### src/rtl/frame_payload_packer_if.sv
// rtl/frame_payload_packer_if.sv - payload byte stream between packer and consumer
interface frame_payload_packer_if;
  logic [7:0] out_data;
  logic       out_sof;
  logic       out_eof;
  logic       out_valid;
  logic       out_ready;

  modport master (
    output out_data,
    output out_sof,
    output out_eof,
    output out_valid,
    input  out_ready
  );

  modport slave (
    input  out_data,
    input  out_sof,
    input  out_eof,
    input  out_valid,
    output out_ready
  );
endinterface

### src/rtl/frame_payload_packer.sv
// rtl/frame_payload_packer.sv - strips frame headers and releases whole payloads from a commit/rollback FIFO
module frame_payload_packer #(
  parameter int FRAME_LEN  = 12,
  parameter int HDR_LEN    = 2,
  parameter int FIFO_DEPTH = 32,
  parameter int CNT_W      = 16
) (
  input  logic                   clk,
  input  logic                   reset,
  input  logic [7:0]             rx_data,
  input  logic                   frame_detect,
  input  logic [3:0]             fr_byte_position,
  frame_payload_packer_if.master out,
  output logic [CNT_W-1:0]       frame_cnt,
  output logic [CNT_W-1:0]       drop_cnt,
  output logic [CNT_W-1:0]       abort_cnt
);
  localparam int AW = $clog2(FIFO_DEPTH);
  localparam int PW = AW + 1;
  localparam logic [PW:0] DEPTH_V = (PW+1)'(FIFO_DEPTH);
  localparam logic [PW:0] PLEN_V  = (PW+1)'(FRAME_LEN - HDR_LEN);
  localparam logic [3:0]  POS_HDR  = 4'(HDR_LEN);
  localparam logic [3:0]  POS_NEXT = 4'(HDR_LEN + 1);
  localparam logic [3:0]  POS_LAST = 4'(FRAME_LEN - 1);

  typedef enum logic [1:0] {IDLE, CAPTURE, DROP} state_t;

  state_t        state;
  logic [3:0]    exp_pos;
  logic [PW-1:0] rd_ptr;
  logic [PW-1:0] wr_ptr;
  logic [PW-1:0] cmt_ptr;
  logic [9:0]    mem [FIFO_DEPTH];

  logic [PW-1:0] used;
  logic [PW:0]   free;
  logic          hdr_ok;
  logic          in_seq;
  logic          is_last;
  logic          fits;
  logic          wr_en;
  logic [9:0]    wr_word;
  logic          rd_fire;
  logic [9:0]    head;

  // Space is judged against the registered rd_ptr, so a byte read this cycle frees nothing yet.
  assign used    = wr_ptr - rd_ptr;
  assign free    = DEPTH_V - {1'b0, used};
  assign fits    = (free >= PLEN_V);
  assign hdr_ok  = frame_detect && (fr_byte_position == POS_HDR);
  assign in_seq  = frame_detect && (fr_byte_position == exp_pos);
  assign is_last = (fr_byte_position == POS_LAST);

  always_comb begin
    wr_en   = 1'b0;
    wr_word = {2'b00, rx_data};
    case (state)
      IDLE: begin
        if (hdr_ok && fits) begin
          wr_en   = 1'b1;
          wr_word = {1'b1, 1'b0, rx_data};
        end
      end
      CAPTURE: begin
        if (in_seq) begin
          wr_en   = 1'b1;
          wr_word = {1'b0, is_last, rx_data};
        end
      end
      default: ;
    endcase
  end

  always_ff @(posedge clk) begin
    if (!reset && wr_en) begin
      mem[wr_ptr[AW-1:0]] <= wr_word;
    end
  end

  // Only bytes behind cmt_ptr are visible, so a rolled-back frame never leaks out.
  assign head          = mem[rd_ptr[AW-1:0]];
  assign out.out_valid = (rd_ptr != cmt_ptr);
  assign out.out_data  = out.out_valid ? head[7:0] : 8'h00;
  assign out.out_sof   = out.out_valid & head[9];
  assign out.out_eof   = out.out_valid & head[8];
  assign rd_fire       = out.out_valid & out.out_ready;

  always_ff @(posedge clk) begin
    if (reset) begin
      state     <= IDLE;
      exp_pos   <= '0;
      rd_ptr    <= '0;
      wr_ptr    <= '0;
      cmt_ptr   <= '0;
      frame_cnt <= '0;
      drop_cnt  <= '0;
      abort_cnt <= '0;
    end else begin
      if (rd_fire) begin
        rd_ptr <= rd_ptr + 1'b1;
      end
      case (state)
        IDLE: begin
          if (hdr_ok) begin
            if (fits) begin
              wr_ptr  <= wr_ptr + 1'b1;
              exp_pos <= POS_NEXT;
              state   <= CAPTURE;
            end else begin
              if (drop_cnt != '1) drop_cnt <= drop_cnt + 1'b1;
              state <= DROP;
            end
          end
        end
        CAPTURE: begin
          if (in_seq) begin
            wr_ptr  <= wr_ptr + 1'b1;
            exp_pos <= exp_pos + 1'b1;
            if (is_last) begin
              cmt_ptr <= wr_ptr + 1'b1;
              if (frame_cnt != '1) frame_cnt <= frame_cnt + 1'b1;
              state <= IDLE;
            end
          end else begin
            wr_ptr <= cmt_ptr;
            if (abort_cnt != '1) abort_cnt <= abort_cnt + 1'b1;
            state <= IDLE;
          end
        end
        DROP: begin
          if (!frame_detect || is_last) begin
            state <= IDLE;
          end
        end
        default: state <= IDLE;
      endcase
    end
  end
endmodule

### src/flat_wrapper.sv
// flat-port wrapper written by rule: the top's interface ports become plain ports
module frame_payload_packer_flat 
#(
  parameter int FRAME_LEN  = 12,
  parameter int HDR_LEN    = 2,
  parameter int FIFO_DEPTH = 32,
  parameter int CNT_W      = 16
)
  (clk, reset, rx_data, frame_detect, fr_byte_position, frame_cnt, drop_cnt, abort_cnt, out_out_data, out_out_sof, out_out_eof, out_out_valid, out_out_ready);
  frame_payload_packer_if out_i ();
  input  logic clk;
  input  logic reset;
  input  logic [7:0] rx_data;
  input  logic frame_detect;
  input  logic [3:0] fr_byte_position;
  output logic [CNT_W-1:0] frame_cnt;
  output logic [CNT_W-1:0] drop_cnt;
  output logic [CNT_W-1:0] abort_cnt;
  output wire logic [$bits(out_i.out_data)-1:0] out_out_data;
  output wire logic [$bits(out_i.out_sof)-1:0] out_out_sof;
  output wire logic [$bits(out_i.out_eof)-1:0] out_out_eof;
  output wire logic [$bits(out_i.out_valid)-1:0] out_out_valid;
  input wire logic [$bits(out_i.out_ready)-1:0] out_out_ready;
  assign out_out_data = out_i.out_data;
  assign out_out_sof = out_i.out_sof;
  assign out_out_eof = out_i.out_eof;
  assign out_out_valid = out_i.out_valid;
  assign out_i.out_ready = out_out_ready;
  frame_payload_packer #(.FRAME_LEN(FRAME_LEN), .HDR_LEN(HDR_LEN), .FIFO_DEPTH(FIFO_DEPTH), .CNT_W(CNT_W)) u_core (.clk(clk), .reset(reset), .rx_data(rx_data), .frame_detect(frame_detect), .fr_byte_position(fr_byte_position), .out(out_i), .frame_cnt(frame_cnt), .drop_cnt(drop_cnt), .abort_cnt(abort_cnt));
endmodule
### config.mk
export PLATFORM = sky130hd
export DESIGN_NAME = frame_payload_packer_flat
export DESIGN_NICKNAME = d
export VERILOG_FILES = /design/src/rtl/frame_payload_packer_if.sv /design/src/rtl/frame_payload_packer.sv /design/src/flat_wrapper.sv
export SDC_FILE = /design/constraint.sdc
export NUM_CORES = 1
export LEC_CHECK = 0
export CAP_MARGIN = 20
export CORE_ASPECT_RATIO = 0.8
export CORE_MARGIN = 4
export CORE_UTILIZATION = 54
export CTS_BUF_LIST = sky130_fd_sc_hd__clkbuf_16
export CTS_CLUSTER_SIZE = 28
export DETAILED_ROUTE_END_ITERATION = 12
export PLACE_DENSITY = 0.82
export SLEW_MARGIN = 10
export SYNTH_ARGS = -nofsm -noshare
export SYNTH_HDL_FRONTEND = slang
export SYNTH_SLANG_ARGS = --single-unit
### constraint.sdc
create_clock -name clk -period 3.7 [get_ports clk]
set_input_delay 0.74 -clock clk [delete_from_list [all_inputs] [get_ports clk]]
set_output_delay 0.74 -clock clk [all_outputs]
set_load 0.03 [all_outputs]
==> run metrics <==
status=completed; worst hold-check path type=register to register; Detail Placement HPWL=22830 um; post-synth top area share=58.74%; Die X=202.6 um; TNS Setup=0 ns; Cells after Synth=989; Worst-Skew Late Latency=0.54 ns; FILL cells=1980; area grow syn2layout=20.15%; Via Count=9901; Tmin final=3.639 ns; Initial DRC Count=1194; Initial Util=55.33%; final slew viol count=0; Worst Setup End Kind=output port; largest net degree at the start of global routing=79; critical path peak fanout=10; port bufs=74; initial antenna violation count=2; worst path arrival time=2.90 ns; design area=19660 um^2; WL per Instance=24.97 um; warnings from Yosys=0; CP max stage cell=mux4_2; Post-synth EDFFs=320; row count=56; Total Power=0.008627 W; overall global routing resource usage=23.02%; max-cap violations=0; register area=11160 um^2; Root Buffer=clkbuf_16; CP Launch Type=register; Final Util=66.48%; prevailing post-synth register cell=edfxtp_1; Crit path largest cell delay=0.53 ns; ANT cells=0; Leak Pwr=6.311 nW; Fin. Hold Viols=0; WP data required=2.96 ns; die area=33160 um^2; Area after DPL=18090 um^2; clock tree buffer depth=3; multi-input gate area in the final layout=5089 um^2; Mapped Area=16360 um^2; DRC errors left=0; TritonCTS buffer count=39; Seq/Total Area, Yosys=68.16%; most frequent CP cell=mux4_2; Netlist cell types=50; TritonCTS clock tree=built; Worst Max-Slew Pin Slew=0.8595 ns; antenna viol nets, final=0; final wirelength=39610 um; fin crit share=98.36%; grt total ovfl=0; H-tree level count=2; cell taking the most area after synthesis=edfxtp_1; share of cells above drive strength 1=24.92%; fin nets=1189; Die Height=163.7 um; most common cell in the netlist=edfxtp_1; WS Path Type=register to output port; first-pass GRT wire length=58240 um; family with the most delay on the worst path=multiplexers; worst-case vdd ir drop=0.2996 mV; synth top area cells=edfxtp_1, mux4_2, dfxtp_1; syn_area_per_cell=16.54 um^2; vias in the first global route=9746; ys async rst share=0%; hold_ws=0.4915 ns; Synth top cells by count=edfxtp_1, mux4_2, dfxtp_1; R2R Setup Slk=0.08 ns; io pins=75; FF+latch count, synth=397; Clock Skews=0.03612 ns; Worst-path clk slew=0.06 ns; crit path cell chain=buf_4 -> clkbuf_16 -> mux4_2 -> mux4_2 -> mux2i_1 -> nor2_1 -> clkdlybuf4s15_1; Vias/cell=6.243; Pre-antenna DRT Iters=6; Final setup viols=0; Cell Pwr Density=438.9 nW/um^2; Core Area=29570 um^2; Mapped Nets=1022; Rel. slew slack=42.17%; GP Congestion=0.8425; Buf/Inv on CP=3; sinks on the clock net=397; maximum clock rate=274.8 MHz
[final cells by class]
| cell class | count | area share, % |
|---|---|---|
| tap | 406 | 2.584 |
| clock buffer | 39 | 4.965 |
| timing repair buffer | 175 | 8.460 |
| clock inverter | 26 | 0.9293 |
| sequential | 397 | 56.78 |
| inverter | 20 | 0.3947 |
| multi-input combinational | 523 | 25.89 |
[flip-flops by register name, indices dropped and copies added, names as in the netlist, named ones only]
name	cells
u_core.rd_ptr	6
u_core.state	2
u_core.abort_cnt	16
u_core.frame_cnt	16
u_core.drop_cnt	16
u_core.cmt_ptr	6
u_core.mem	320
u_core.wr_ptr	6
u_core.exp_pos	4
[power by group]
group          internal (W)  switching (W)  total [W]
Combinational     0.0000422       0.000102   0.000144
Sequential          0.00481     0.00000190    0.00481
Clock               0.00206        0.00162    0.00367
Total               0.00690        0.00172    0.00863
[what timing repair did]
action | CTS | global route
buffers inserted | 3 | 10
pin swaps | 0 | 4
hold buffers | 0 | 0
cloned | 0 | 15
endpoints found under the setup margin | 90 | 219
resized for setup | 11 | 84
[final timing paths]
kind	from	endpoint	cells past startpoint
worst max register to register	u_core.wr_ptr[0]	u_core.mem[5][8]	15
worst min-delay path	u_core.drop_cnt[4]	u_core.drop_cnt[4]	2
worst max-delay path	register	out_out_data[1]	7
worst min register to register	u_core.drop_cnt[4]	u_core.drop_cnt[4]	2
[metal layers]
metal  up-vias  share of wire (%)  track usage (%)  wire, um
met1      4978                 40            33.85     15690
met5         -              0.086                0        34
li1       4264                  -                -         -
met3        81                 10            4.208      4137
met2       574                 48            36.59     18850
met4         4                2.3            5.429       900
[cells by family (layout without fill, tap and decap cells)]
family / Yosys count / in the layout / share of synthesized area [%]
buffers and inverters: 69 / 260 / 1.652
DFF: 397 / 397 / 68.16
and+or+nand+nor: 242 / 242 / 7.572
AOI/OAI and AO/OA: 100 / 100 / 3.931
xor gates and xnor gates: 45 / 45 / 2.409
muxes: 119 / 119 / 14.93
adders and majority gates: 17 / 17 / 1.346
[cells in the final DEF (no fill, tap or decap), types with 3 or more instances in the layout]
master,instances
edfxtp_1,320
mux4_2,100
buf_4,88
dfxtp_1,73
nor2_1,63
clkdlybuf4s50_1,61
clkbuf_16,43
a21oi_1,34
nand2_1,33
inv_1,26
nand3_1,24
xor2_1,24
nor3_1,24
xnor2_1,20
o21ai_0,19
mux2i_1,18
nor3_2,17
o31ai_1,16
or4_1,14
ha_1,14
and3_1,12
or3_1,12
nand4_1,11
buf_12,10
a211oi_1,9
clkinv_1,8
nor2b_1,7
clkbuf_2,6
and2_1,5
nand3b_1,5
and4_1,5
clkinv_2,5
nand2b_1,4
buf_2,3
[metrics by stage]
step | std cells | worst slack [ns]
4_1_cts | 1561 | -0.02195
2_1_floorplan | 989 | -0.1660
5_1_grt | 1586 | -0.04072
6_report | 1586 | 0.06065
3_3_place_gp | 1493 | 0.06778
3_5_place_dp | 1493 | -0.06043
[worst register-to-register path: cells and delay by family (launching register included)]
family | cells | cell delay (ns)
adder cells (fa/ha/maj) | 3 | 0.98
buffers and inverters | 5 | 0.70
flip-flops | 1 | 0.33
AO/OA/AOI/OAI | 3 | 0.76
AND/OR/NAND/NOR | 2 | 0.42
multiplexers | 2 | 0.23
Note: power is estimated with default switching activity, not from simulation.
==> variant: new RTL, config.mk and constraints unchanged <==
Register the output `drop_cnt` once more, cleared by the reset; this adds one clock of latency there. The other outputs are not delayed to match.
--- a/src/rtl/frame_payload_packer.sv
+++ b/src/rtl/frame_payload_packer.sv
@@ -26,2 +26,4 @@
   typedef enum logic [1:0] {IDLE, CAPTURE, DROP} state_t;
+
+  logic [CNT_W-1:0] drop_cnt_s0;
 
@@ -95,3 +97,3 @@
       frame_cnt <= '0;
-      drop_cnt  <= '0;
+      drop_cnt_s0 <= '0;
       abort_cnt <= '0;
@@ -109,3 +111,3 @@
             end else begin
-              if (drop_cnt != '1) drop_cnt <= drop_cnt + 1'b1;
+              if (drop_cnt_s0 != '1) drop_cnt_s0 <= drop_cnt_s0 + 1'b1;
               state <= DROP;
@@ -138,2 +140,10 @@
   end
+  always_ff @(posedge clk) begin
+    if (reset) begin
+      drop_cnt <= '0;
+    end else begin
+      drop_cnt <= drop_cnt_s0;
+    end
+  end
+
 endmodule
Behaviour: no difference found for any inputs over 4 cycles, from zero or initial values and one cycle with reset high; that may be too few to reach the edited logic, so the function may still have changed.
==> variant against the original RTL <==
- design area up 5.6%
- sequential power up 4%
- combinational power up 31%
- global-route usage up 1.0 points
- sequential share of layout area down 1.5 points
- worst setup slack worse by 0.0044 ns
- total power up 6.0%
- area after synthesis up 5.7%
- hold slack better by 0.016 ns
- routed wire length up 12%
- sequential cell count up 16
- register-to-register slack about the same
==> variant: results (changes against the original RTL) <==
* Status: finished clean
* Initial antenna violation count at 1 (-1)
* Maximum fanout along the worst path at 12 (+2)
* Post-synth cell types at 66 (+32%)
* Initial DRC Count at 1248 (+4.5%)
* All-Layer GR Usage at 24.0% (+1.0 points)
* Nets@finish at 1238 (+4.1%)
* Skew final at 0.0169 ns (-0.0192 ns)
* Largest net degree at the start of global routing at 96 (+22%)
* Via count at 10.5k (+5.8%)
* Worst-Margin Slew at 1.02 ns (+0.164 ns)
* Pre-Repair DR Iteration Count at 5 (-1)
* Mean Syn Cell Area at 16.4 um2 (-0.88%)
* Layout cells sized above 1 at 27.6% (+2.7 points)
* Post-synthesis sequential area ratio at 66.3% (-1.8 points)
* DR WL/cell at 26.9 um (+7.8%)
* Dpl cells at 1558 (+4.4%)
* Synth top area cells: edfxtp_1 (56%), mux4_2 (13%), dfxtp_1 (11%), nor2_1 (1.8%), xnor2_1 (1.3%)
* Share of the synthesized area in the top cell type at 55.6% (-3.2 points)
* Leakage at 6.69 nW (+5.9%)
* Vias per cell at 6.34 (+1.6%)
* Place WS at -0.0554 ns (+0.00506 ns)
* GP Congestion at 0.832 (-1.3%)
* First-pass GRT wire length at 64.0 mm (+10%)
* Dpl hpwl at 25.8 mm (+13%)
* Syn Nets at 1088 (+6.5%)
## variant: cell count changes in the layout (fill, tap and decap cells not counted), sizes merged, moves of 8 or more
| cell | before | now |
|---|---|---|
| a2111oi | 1 | 33 |
| clkbuf | 49 | 41 |
| dfxtp | 77 | 93 |
| mux2 | 0 | 17 |
| nor2 | 63 | 84 |
| nor2b | 7 | 22 |
| nor3 | 41 | 25 |
| o31ai | 16 | 1 |
| or4 | 14 | 2 |
## variant: timing repair
action	4_1_cts	5_1_grt
endpoints found under the setup margin	274	366
gates cloned	2	14
resized for setup	41	68
buffers inserted	4	5
pin swaps	1	9
## variant: path summary, 6_finish.rpt
check / cells past startpoint / startpoint / endpoint / slack [ns]
worst max register to register: 14 / u_core.wr_ptr[0] / u_core.mem[9][6] / 0.08
worst min-delay path: 1 / u_core.drop_cnt_s0[9] / u_core.drop_cnt[9] / 0.51
worst min register to register: 1 / u_core.drop_cnt_s0[9] / u_core.drop_cnt[9] / 0.51
worst max-delay path: 7 / register / out_out_data[1] / 0.06
## variant: worst max-delay path, stage by stage (launching register included)
cell             delay [ns]
dfxtp_4                0.44
buf_4                  0.17
buf_16                 0.16
mux4_2                 0.54
mux4_2                 0.50
mux2i_2                0.22
nor2_1                 0.07
clkdlybuf4s15_2        0.28
## variant: cells by family after synthesis
| logic type | count (synthesis) | share of synthesized area [%] |
|---|---|---|
| mux | 132 | 15.0 |
| xor+xnor | 49 | 2.56 |
| flops | 413 | 66.3 |
| fa+ha+maj | 17 | 1.27 |
| buf+inv | 78 | 2.02 |
| simple gates | 264 | 7.96 |
| compound gates | 102 | 4.85 |
## variant: layout make-up
cell class | count | area, um2
Multi-Input combinational cell | 567 | 5930
Timing Repair Buffer | 162 | 1490
Inverter | 22 | 82.6
Tap cell | 420 | 526
Fill cell | 2098 | 10700
Clock inverter | 26 | 228
Sequential cell | 413 | 11500
Clock buffer | 41 | 1030
## variant: through the flow
| step | utilization [%] | area, um2 |
|---|---|---|
| global route | 65.9 | 20800 |
| detailed placement | 60.4 | 19000 |
| floorplan | - | 17300 |
| global placement | 60.4 | 19000 |
| CTS | 64.8 | 20400 |
| finish | 65.9 | 20800 |
## variant: power breakdown
group          total (mW)  internal (mW)  switching, mW
registers            4.98           4.98        0.00229
logic               0.188         0.0432          0.144
clock network        3.98           2.28           1.70
total                9.15           7.30           1.85
## variant: layer usage
metal | up-vias | share of wire (%) | track usage [%]
met4 | 2 | 2.7 | 6.85
met5 | - | 0.025 | 0
met2 | 656 | 46 | 35.2
met3 | 82 | 12 | 7.75
met1 | 5275 | 40 | 35.2
li1 | 4459 | - | -
